$ cat src/rtl/draw_cmd_arbiter.sv
// draw_cmd_arbiter: shares one load/draw engine between N_SRC command stacks.
// A round-robin pick pops one stack, then the arbiter drives load until the
// loader finishes and waits for the drawer before it arbitrates again. A
// watchdog spanning LOAD+DRAW aborts a stalled transaction and moves priority
// past the offending stack, so a stuck stack cannot starve the others.
module draw_cmd_arbiter #(
   parameter int N_SRC   = 4,
   parameter int TIMEOUT = 1000000,
   parameter int CNT_W   = 20,
   parameter int ID_W    = 2
) (
   input  logic             clock,
   input  logic             reset,
   input  logic             enable,
   input  logic [N_SRC-1:0] src_empty,
   output logic [N_SRC-1:0] src_pop,
   output logic [ID_W-1:0]  grant_id,
   output logic             load,
   input  logic             load_finish,
   input  logic             draw_finish,
   output logic             busy,
   output logic             timeout_err
);

   typedef enum logic [1:0] {IDLE, LOAD, DRAW} state_t;

   localparam logic [CNT_W-1:0] WD_LIMIT = CNT_W'(TIMEOUT - 1);

   state_t           state;
   logic [ID_W-1:0]  last_grant;
   logic [CNT_W-1:0] watchdog;
   logic [N_SRC-1:0] req;
   logic [ID_W:0]    pick_res;
   logic             found;
   logic [ID_W-1:0]  winner;

   // Round-robin search starting just after last_grant. The loop runs from
   // the farthest candidate to the nearest, so the nearest requester is the
   // last one written and wins. Result is {found, index}.
   function automatic logic [ID_W:0] rr_pick(input logic [N_SRC-1:0] r,
                                             input logic [ID_W-1:0]  last);
      logic [ID_W:0] res;
      int            idx;
      res = '0;
      for (int k = N_SRC; k >= 1; k--) begin
         idx = (int'(last) + k) % N_SRC;
         if (r[idx]) res = {1'b1, ID_W'(idx)};
      end
      return res;
   endfunction

   // Requests and round-robin winner for the current cycle.
   always_comb begin
      req      = ~src_empty;
      pick_res = rr_pick(req, last_grant);
      found    = pick_res[ID_W];
      winner   = pick_res[ID_W-1:0];
   end

   // Arbitration FSM with registered outputs and the transaction watchdog.
   always_ff @(posedge clock) begin
      if (reset) begin
         state       <= IDLE;
         src_pop     <= '0;
         load        <= 1'b0;
         busy        <= 1'b0;
         timeout_err <= 1'b0;
         grant_id    <= '0;
         watchdog    <= '0;
         last_grant  <= ID_W'(N_SRC - 1);
      end else begin
         // Pop and timeout are single-cycle pulses.
         src_pop     <= '0;
         timeout_err <= 1'b0;
         case (state)
            IDLE: begin
               if (enable && found) begin
                  grant_id <= winner;
                  src_pop  <= N_SRC'(1) << winner;
                  load     <= 1'b1;
                  busy     <= 1'b1;
                  watchdog <= '0;
                  state    <= LOAD;
               end
            end
            LOAD: begin
               // A finish on the limit edge takes precedence over the abort.
               if (load_finish) begin
                  load     <= 1'b0;
                  watchdog <= watchdog + 1'b1;
                  state    <= DRAW;
               end else if (watchdog == WD_LIMIT) begin
                  timeout_err <= 1'b1;
                  load        <= 1'b0;
                  busy        <= 1'b0;
                  last_grant  <= grant_id;
                  state       <= IDLE;
               end else begin
                  watchdog <= watchdog + 1'b1;
               end
            end
            DRAW: begin
               if (draw_finish) begin
                  busy       <= 1'b0;
                  last_grant <= grant_id;
                  state      <= IDLE;
               end else if (watchdog == WD_LIMIT) begin
                  timeout_err <= 1'b1;
                  load        <= 1'b0;
                  busy        <= 1'b0;
                  last_grant  <= grant_id;
                  state       <= IDLE;
               end else begin
                  watchdog <= watchdog + 1'b1;
               end
            end
            default: state <= IDLE;
         endcase
      end
   end

endmodule

$ cat config.mk
export PLATFORM = sky130hd
export DESIGN_NAME = draw_cmd_arbiter
export DESIGN_NICKNAME = d
export VERILOG_FILES = /design/src/rtl/draw_cmd_arbiter.sv
export SDC_FILE = /design/constraint.sdc
export NUM_CORES = 1
export LEC_CHECK = 0
export ABC_CLOCK_PERIOD_IN_PS = 2580
export CAP_MARGIN = 10
export CORE_ASPECT_RATIO = 0.9
export CORE_UTILIZATION = 32
export CTS_BUF_LIST = sky130_fd_sc_hd__clkbuf_4
export DETAILED_ROUTE_END_ITERATION = 8
export HOLD_SLACK_MARGIN = 0.03
export MAX_ROUTING_LAYER = met4
export PLACE_DENSITY = 0.52
export SLEW_MARGIN = 20
export SYNTH_ARGS = -nofsm -noshare
export SYNTH_HDL_FRONTEND = slang
export SYNTH_SLANG_ARGS = --single-unit
export TNS_END_PERCENT = 5
$ cat constraint.sdc
create_clock -name clock -period 2.58 [get_ports clock]
set_input_delay 0.516 -clock clock [delete_from_list [all_inputs] [get_ports clock]]
set_output_delay 0.516 -clock clock [all_outputs]
set_load 0.05 [all_outputs]
Word level (Yosys, flattened, before mapping)
Cells that the tools add are included.
{"block": "op_classes", "n_lt_le_gt_ge": 4, "shift": 1, "mux": 43, "n_reduce_logical": 13, "n_addsub": 5, "n_bitwise": 7, "eq_ne": 6}
{"operator": "$mux 20", "count": 4}
{"operator": "$pmux 20 s3", "count": 1}
{"operator": "$add 20x1->20 const B", "count": 1}
{"operator": "$eq 20x20->1 const B", "count": 1}
{"operator": "$mux 1", "count": 18}
{"operator": "$lt 3x4->1 const B", "count": 4}
{"operator": "$mux 2", "count": 7}
{"operator": "$mux 3", "count": 4}
{"operator": "$bmux 1 s2", "count": 4}
{"operator": "$reduce_or 2->1", "count": 4}
{"operator": "$ne 2x2->1 const B", "count": 3}
{"operator": "$pmux 1 s3", "count": 2}
{"operator": "$pmux 2 s3", "count": 1}
{"operator": "$reduce_and 3->1", "count": 2}
{"operator": "$add 2x1->2 const B", "count": 2}
{"operator": "$add 2x2->2 const B", "count": 2}
{"operator": "$and 1x1->1 const A", "count": 4}
{"operator": "$not 4->4", "count": 1}
{"operator": "$pmux 2 s2", "count": 1}
{"operator": "$reduce_and 2->1", "count": 2}
{"operator": "$shl 1x2->4 const A", "count": 1}
{"operator": "$reduce_bool 3->1", "count": 1}
{"operator": "$reduce_or 3->1", "count": 1}
{"operator": "$eq 2x1->1 const B", "count": 1}
{"operator": "other kinds (6)", "count": 7}
{"block": "totals", "reg_bits": 33, "inputBits": 9, "out_inout_bits": 9, "wordCells": 87}

Depth between registers and ports, before layout
Gate-level depths: netlist of the first run.
{"block": "depth", "ltp_word": 13, "depth_mapped": 9, "mapped_depth_nobuf": 7}

Least setup slack after synthesis of the first run
Ideal clock, no wire load.
{"block": "synth_timing", "path_kind": "register to register", "start": "reg state[0]", "end": "reg watchdog[18]", "path_buffers": 2, "path_slack_ns": 0.757, "path_stages_with_launch": 9, "setup_ns": 0.124, "arrival_time_ns": 1.699, "t_required_ns": 2.456, "period_less_slack_ns": 1.823, "path_cell_list": "dfxtp_1 inv_1 ha_1 o21ai_0 or2_2 clkbuf_4 buf_4 a22oi_1 mux2i_1"}
{"block": "synth_between", "elab_chain_cells": 3, "word_cells_on_any_way": 8, "cone_classes": "4 x eq/ne; 1 x mux; 3 x reduce/logical"}
{"item": "from (decl)", "line": "29", "rtl": "state_t state;"}
{"item": "from (signal assigned)", "line": "63", "rtl": "state <= IDLE;"}
{"item": "from (signal assigned)", "line": "83", "rtl": "state <= LOAD;"}
{"item": "from (signal assigned)", "line": "91", "rtl": "state <= DRAW;"}
{"item": "$eq 2x2->1 (tied with other cells)", "line": "75", "rtl": "case (state)"}
{"item": "$ne 2x2->1 (no source line) / $reduce_bool 3->1 (equally long branches)"}
{"item": "$reduce_and 3->1 (no source line)"}
{"item": "to (signal assigned)", "line": "90", "rtl": "watchdog <= watchdog + 1'b1;"}
{"item": "to (signal assigned)", "line": "99", "rtl": "watchdog <= watchdog + 1'b1;"}
{"item": "to (signal assigned)", "line": "114", "rtl": "watchdog <= watchdog + 1'b1;"}
{"item": "to (decl)", "line": "31", "rtl": "logic [CNT_W-1:0] watchdog;"}
Several ways; a longest one is shown, not always the timed one.
A chain may end at the register's enable or synchronous reset.

Worst setup path after layout of the first run
{"block": "layout_timing", "start": "reg state[1]", "end": "reg watchdog[13]"}
The elaborated chain is that of the path after synthesis.

==> impl_summary.log, run 1 <==
INFO  metric synthToLayoutAreaGrowth = 17.0%
INFO  metric multi_input_comb_area = 0.00112 mm2
INFO  metric seq_area = 661 um2
INFO  metric synth_area = 0.00185 mm2
INFO  metric timing_worst_slew_pin_value = 0.636 ns
INFO  metric layout_commonest_cell = sky130_fd_sc_hd__dfxtp_1
INFO  metric totalPowerFinal = 1.04 mW
INFO  metric synth_seq_cells = 33
INFO  metric outcome = finished, final reports clean
INFO  metric post_synth_inst_count = 227
INFO  metric cp_data_required_time = 2.85 ns
INFO  metric number_of_nets_produced_by_synthesis = 241
INFO  metric comb_power_share = 0.222
INFO  metric finish.cell_count_without_fillers = 316
INFO  metric clock_tree_buf_depth = 2
INFO  metric routed-via-count = 1,797
INFO  metric place.detailed.hpwl = 3530 um
INFO  metric final-hold-violation-count = 0
INFO  metric critical_path.startpoint_type = register
INFO  metric async_reset_ff_frac = 0
INFO  metric first_pass_grt_wire_length = 7970 um
INFO  metric finClkSkew = 0.0197 ns
INFO  metric pin_count = 18
INFO  metric vias_per_cell = 5.69
INFO  metric rsz0062_at_grt = no
INFO  metric power.internal = 0.704 mW
INFO  metric yosysUniqueCellTypes = 50
INFO  metric hold_path_class = reg2reg
INFO  metric cell_type_with_the_highest_aggregate_area_in_the_netlist = sky130_fd_sc_hd__dfxtp_1
INFO  metric synth_edf_count = 0
INFO  metric start_util = 0.342
INFO  metric globalRoute.totalOverflow = 0
INFO  metric tritoncts = built
INFO  metric area_of_the_die = 0.00609 mm2
INFO  metric count_of_antenna_violating_nets_left_after_detailed_routing = 0
INFO  metric n_antenna_cell = 0
INFO  metric achievable-frequency = 0.456 GHz
INFO  metric post_cts_buffers = 0
INFO  metric yosysSeqAreaShare = 0.357
INFO  metric seq_power_share = 0.511
INFO  metric cts.htree.levels = 2
INFO  metric cts-resized-gates = 0
INFO  metric cts.root.buffer_cell = sky130_fd_sc_hd__clkbuf_4
INFO  metric setup_tns = 0 ns
INFO  metric critical_path_peak_fanout = 6
INFO  metric power.leakage = 0.724 nW
INFO  metric max-slew-margin-rel = 0.574
INFO  metric path_class = reg2reg
INFO  metric worst_ep_arrival = 2.46 ns
INFO  metric number_of_global_route_vias_before_repair = 1,522
INFO  metric core.rowCount = 25
INFO  metric detailedRoute.firstIterationViolations = 120
INFO  metric timing.final.crit_period = 2.19 ns
INFO  metric worst_hold_slack = 0.487 ns
INFO  metric cts_buf_count = 5
INFO  metric synth_top_area_frac = 0.357
INFO  metric share_clk_of_total_power = 0.267
INFO  metric count_of_hold_buffers_inserted_by_post_cts_repair = 0
INFO  metric global_router_s_overall_resource_usage = 0.181
INFO  metric wl_per_cell = 15.6 um
INFO  metric fp.coreArea = 0.00541 mm2
INFO  metric cellPowerDensity = 479 mW/mm2
INFO  metric max_cap_violations = 0
INFO  metric layout_common_cells = 33 x sky130_fd_sc_hd__dfxtp_1, 20 x sky130_fd_sc_hd__nor2_1, 20 x sky130_fd_sc_hd__a21oi_1
INFO  metric drc = 0
INFO  metric timing_max_transition_violations_final = 0
INFO  metric power.ir.vdd_worst = 198 uV
INFO  metric insertion_delay = 0.35 ns
INFO  metric timing.final.crit_share = 0.850
INFO  metric avgSynthCellArea = 8.15 um2
INFO  metric portBuffers = 17
INFO  metric power.switching = 0.334 mW
INFO  metric placed_cells = 310
INFO  metric clock_sink_count = 33
INFO  metric die_x = 82.2 um
INFO  metric final.fill_count = 558
INFO  metric finalWeightedCongestion = 0.815
INFO  metric route.final.wire_length = 4930 um
INFO  metric commonest_register_cell_after_synthesis = sky130_fd_sc_hd__dfxtp_1
INFO  metric drtPass1Iterations = 4
INFO  metric initial_antenna_violation_count = 0
INFO  metric cts.clk_slew.worst_paths = 0.11 ns
INFO  metric critical_path.endpoint_type = register
INFO  metric drive_gt1_frac = 0.0924
INFO  metric yosys_warnings = 0
INFO  metric die_height = 74.1 um
INFO  metric sw_frac_of_total = 0.322
INFO  metric grt_max_degree = 25
INFO  metric nets_final = 264
INFO  metric ys_top_cells_by_area = sky130_fd_sc_hd__dfxtp_1 36%, sky130_fd_sc_hd__a21oi_1 5.4%, sky130_fd_sc_hd__o21ai_0 4.3%
INFO  metric report.final.setup_viol = 0
==> final timing paths <==
kind / slack (ns) / startpoint / to / cells past startpoint
setup / recovery: 0.39 / state[1] / watchdog[13] / 7
hold / removal: 0.49 / watchdog[18] / watchdog[18] / 1
setup reg to reg: 0.39 / state[1] / watchdog[13] / 7
hold reg to reg: 0.49 / watchdog[18] / watchdog[18] / 1
==> sequential cells by signal (all words and copies together), names as in the netlist <==
signal       count
grant_id         2
src_pop          4
watchdog        20
busy             1
last_grant       2
state            2
timeout_err      1
load             1
==> logic make-up after synthesis <==
group,after synthesis,share of synthesized area
compound gates,68,0.232
fa+ha+maj,5,0.0338
buf+inv,14,0.0392
flops,33,0.357
mux,5,0.0270
simple gates,102,0.311
==> cells in the mapped netlist (2+ instances only) <==
cell type / n
sky130_fd_sc_hd__a211oi_1: 4
sky130_fd_sc_hd__a21o_1: 2
sky130_fd_sc_hd__a21oi_1: 20
sky130_fd_sc_hd__a22oi_1: 2
sky130_fd_sc_hd__a311oi_1: 6
sky130_fd_sc_hd__a31oi_1: 7
sky130_fd_sc_hd__a41oi_1: 2
sky130_fd_sc_hd__and2_1: 4
sky130_fd_sc_hd__and3_1: 3
sky130_fd_sc_hd__and4_1: 3
sky130_fd_sc_hd__buf_4: 4
sky130_fd_sc_hd__clkbuf_1: 2
sky130_fd_sc_hd__dfxtp_1: 33
sky130_fd_sc_hd__ha_1: 5
sky130_fd_sc_hd__inv_1: 5
sky130_fd_sc_hd__mux2i_1: 5
sky130_fd_sc_hd__nand2_1: 16
sky130_fd_sc_hd__nand3_1: 10
sky130_fd_sc_hd__nand3b_1: 3
sky130_fd_sc_hd__nand4_1: 5
sky130_fd_sc_hd__nand4b_1: 2
sky130_fd_sc_hd__nor2_1: 20
sky130_fd_sc_hd__nor2b_1: 3
sky130_fd_sc_hd__nor3_1: 10
sky130_fd_sc_hd__nor4_1: 5
sky130_fd_sc_hd__o21ai_0: 16
sky130_fd_sc_hd__or2_2: 2
sky130_fd_sc_hd__or3_1: 6
==> per-layer routing <==
metal / vias up / share of wire / global-route usage / wire [um]
met5: - / 0 / - / 0
met4: 0 / 0.0091 / 0.0409 / 45
met3: 6 / 0.059 / 0.0552 / 293
met2: 46 / 0.39 / 0.219 / 1920
met1: 830 / 0.54 / 0.280 / 2670
li1: 915 / - / - / -
==> cell type report <==
class	instances	area share
multi-input cells	180	0.516
clock inverters	1	0.00231
well taps	67	0.0387
inverters	5	0.00867
clock buffers	5	0.0173
flip-flops and latches	33	0.305
repair buffers	25	0.112
==> critical path, cell delays in order (launching register included) <==
cell and delay [ns]:
sky130_fd_sc_hd__dfxtp_1 0.41, sky130_fd_sc_hd__inv_1 0.08, sky130_fd_sc_hd__ha_1 0.38, sky130_fd_sc_hd__o21a_1 0.20
sky130_fd_sc_hd__nand2_1 0.17, sky130_fd_sc_hd__or2_1 0.36, sky130_fd_sc_hd__or3_1 0.37, sky130_fd_sc_hd__a21oi_1 0.13
==> stage by stage <==
step           setup slack (ns)  area [um2]  utilization
2_1_floorplan             0.757        1850            -
3_3_place_gp              0.209        2120        0.392
3_5_place_dp              0.193        2120        0.392
4_1_cts                   0.419        2170        0.400
5_1_grt                   0.205        2170        0.400
6_report                  0.387        2170        0.400
==> power by group through the flow <==
stage	combinational, mW	sequential (mW)	clock (mW)
5_1_grt	0.253	0.533	0.306
2_1_floorplan	0.124	0.573	0
6_report	0.230	0.531	0.277
3_5_place_dp	0.228	0.543	0
4_1_cts	0.230	0.531	0.281
3_3_place_gp	0.231	0.543	0
No activity file was read; power rests on OpenSTA's default activity.
==> run 2: changes to the inputs <==
--- a/config.mk
+++ b/config.mk
@@ -5,7 +5,7 @@
 export SDC_FILE = /design/constraint.sdc
 export NUM_CORES = 1
 export LEC_CHECK = 0
-export ABC_CLOCK_PERIOD_IN_PS = 2580
+export ABC_CLOCK_PERIOD_IN_PS = 2100
 export CAP_MARGIN = 10
 export CORE_ASPECT_RATIO = 0.9
 export CORE_UTILIZATION = 32
==> constraint.sdc (replaced) <==
create_clock -name clock -period 2.1 [get_ports clock]
set_input_delay 0.42 -clock clock [delete_from_list [all_inputs] [get_ports clock]]
set_output_delay 0.42 -clock clock [all_outputs]
set_load 0.05 [all_outputs]
==> run 2 against run 1 <==
First-iteration DRC count decreased by 3.3%. Clock power increased by 32%. Setup slack got worse by 0.29 ns. Critical path type unchanged. Sequential power increased by 22%. Clock skew decreased by 0.00083 ns. Die area unchanged. Total power increased by 28%. Global-route usage about the same. Via count increased by 2.7%. Cell count increased by 6.3%. Register-to-register slack got worse by 0.29 ns. Wire length increased by 2.3%.
==> impl_summary.log, run 2 (synthesized netlist as in run 1, its figures left out) <==
INFO  metric outcome = finished, final reports clean
INFO  metric die_x = 82.2 um
INFO  metric worst_ep_arrival = 2.29 ns
INFO  metric reg_top3 = watchdog x20, src_pop x4
INFO  metric placement.cell_area = 0.00226 mm2
INFO  metric clock_sink_count = 33
INFO  metric first_pass_grt_wire_length = 7980 um
INFO  metric cp_num_buf_inv = 1
INFO  metric power.leakage = 0.819 nW
INFO  metric number_of_global_route_vias_before_repair = 1,613
INFO  metric layout_common_cells = 33 x sky130_fd_sc_hd__dfxtp_1, 25 x sky130_fd_sc_hd__buf_4, 20 x sky130_fd_sc_hd__nor2_1, 20 x sky130_fd_sc_hd__a21oi_1, 17 x sky130_fd_sc_hd__clkdlybuf4s50_1
INFO  metric power.ir.vdd_worst = 283 uV
INFO  metric nets_final = 282
INFO  metric utilization = 0.428
INFO  metric multi_input_comb_area = 0.00112 mm2
INFO  metric postLayoutSetupSlackWorst = 0.102 ns
INFO  metric max_cap_violations = 0
INFO  metric place.detailed.hpwl = 3750 um
INFO  metric critical_path_peak_fanout = 6
INFO  metric fp.coreArea = 0.00541 mm2
INFO  metric n_antenna_cell = 0
INFO  metric drtPass1Iterations = 4
INFO  metric rsz0062_at_grt = no
INFO  metric tritoncts = built
INFO  metric pin_count = 18
INFO  metric cts.root.buffer_cell = sky130_fd_sc_hd__clkbuf_4
INFO  metric final-hold-violation-count = 0
INFO  metric cts.clk_slew.worst_paths = 0.12 ns
INFO  metric finish.cell_count_without_fillers = 336
INFO  metric critical-path-top-delay-family = simple AND/OR/NAND/NOR gates
INFO  metric finalWeightedCongestion = 0.772
INFO  metric timing_worst_slew_pin_value = 0.564 ns
INFO  metric count_of_antenna_violating_nets_left_after_detailed_routing = 0
INFO  metric drc = 0
INFO  metric cp_data_required_time = 2.39 ns
INFO  metric start_util = 0.342
INFO  metric crit_slowest_cell = sky130_fd_sc_hd__or3_1
INFO  metric setup_tns = 0 ns
INFO  metric count_of_hold_buffers_inserted_by_post_cts_repair = 0
INFO  metric achievable-frequency = 0.500 GHz
INFO  metric grt_max_degree = 24
INFO  metric timing.final.crit_period = 2.00 ns
INFO  metric totalPowerFinal = 1.33 mW
INFO  metric cellPowerDensity = 574 mW/mm2
INFO  metric finClkSkew = 0.0189 ns
INFO  metric cts.htree.levels = 2
INFO  metric synthToLayoutAreaGrowth = 25.3%
INFO  metric die_height = 74.1 um
INFO  metric seq_area = 661 um2
INFO  metric timing.final.crit_share = 0.952
INFO  metric cts_buf_count = 5
INFO  metric drive_gt1_frac = 0.164
INFO  metric timing_max_transition_violations_final = 0
INFO  metric vias_per_cell = 5.49
INFO  metric path_class = reg2reg
INFO  metric routed-via-count = 1,846
INFO  metric placed_cells = 328
INFO  metric critical_path.endpoint_type = register
INFO  metric max-slew-margin-rel = 0.621
INFO  metric final_cell_area = 0.00232 mm2
INFO  metric wl_per_cell = 15.0 um
INFO  metric detailedPlace.worstSlack = -0.116 ns
INFO  metric setup.reg_to_reg.worst_slack = 0.10 ns
INFO  metric clock_tree_buf_depth = 2
INFO  metric worst_hold_slack = 0.483 ns
INFO  metric global_router_s_overall_resource_usage = 0.181
INFO  metric detailedRoute.firstIterationViolations = 116
INFO  metric worstPathCellList = inv_1 -> ha_1 -> o21a_1 -> nand2_1 -> or2_1 -> or3_1 -> a21oi_1
INFO  metric critical_path.startpoint_type = register
INFO  metric hold_path_class = reg2reg
INFO  metric insertion_delay = 0.35 ns
INFO  metric area_of_the_die = 0.00609 mm2
INFO  metric initial_antenna_violation_count = 0
INFO  metric largest_register_ffs = 20
INFO  metric final.fill_count = 565
INFO  metric layout_commonest_cell = sky130_fd_sc_hd__dfxtp_1
INFO  metric top_register = watchdog
INFO  metric route.final.wire_length = 5040 um
INFO  metric globalRoute.totalOverflow = 0
INFO  metric delay_of_the_slowest_critical_path_stage = 0.38 ns
INFO  metric report.final.setup_viol = 0
INFO  metric portBuffers = 17
INFO  metric core.rowCount = 25
-- run 2: power by group --
group          leakage, nW  switching [mW]  internal [mW]
registers            0.267         0.00813          0.642
clock network       0.0310           0.240          0.126
logic                0.521           0.187          0.129
total                0.819           0.435          0.897
-- run 2: metal layers --
layer,global-route usage,wire (um)
met1,0.266,2720
met2,0.236,2040
met3,0.0405,204
met4,0.0643,77
met5,-,0
-- run 2: what timing repair did --
item / in CTS / in global routing
setup buffers: 0 / 0
resized for setup: 0 / 1
endpoints found under the setup margin: 0 / 1
-- run 2: cell type report --
type | instances | share of cell area
multi-input cells | 180 | 0.484
flip-flops and latches | 33 | 0.285
repair buffers | 43 | 0.163
well taps | 67 | 0.0362
clock buffers | 5 | 0.0162
inverters | 5 | 0.00809
clock inverters | 3 | 0.00756
-- run 2: worst paths after layout --
path / start / end / depth (start not counted)
setup reg to reg: state[0] / watchdog[13] / 7
hold / removal: watchdog[18] / watchdog[18] / 1
hold reg to reg: watchdog[18] / watchdog[18] / 1
setup / recovery: state[0] / watchdog[13] / 7
==> run 3: changes to the inputs <==
--- a/config.mk
+++ b/config.mk
@@ -18,4 +18,4 @@
 export SYNTH_ARGS = -nofsm -noshare
 export SYNTH_HDL_FRONTEND = slang
 export SYNTH_SLANG_ARGS = --single-unit
-export TNS_END_PERCENT = 5
+export TNS_END_PERCENT = 100
==> results of run 3 <==
Same layout as run 2: the final DEF is identical, and so are final timing and power.
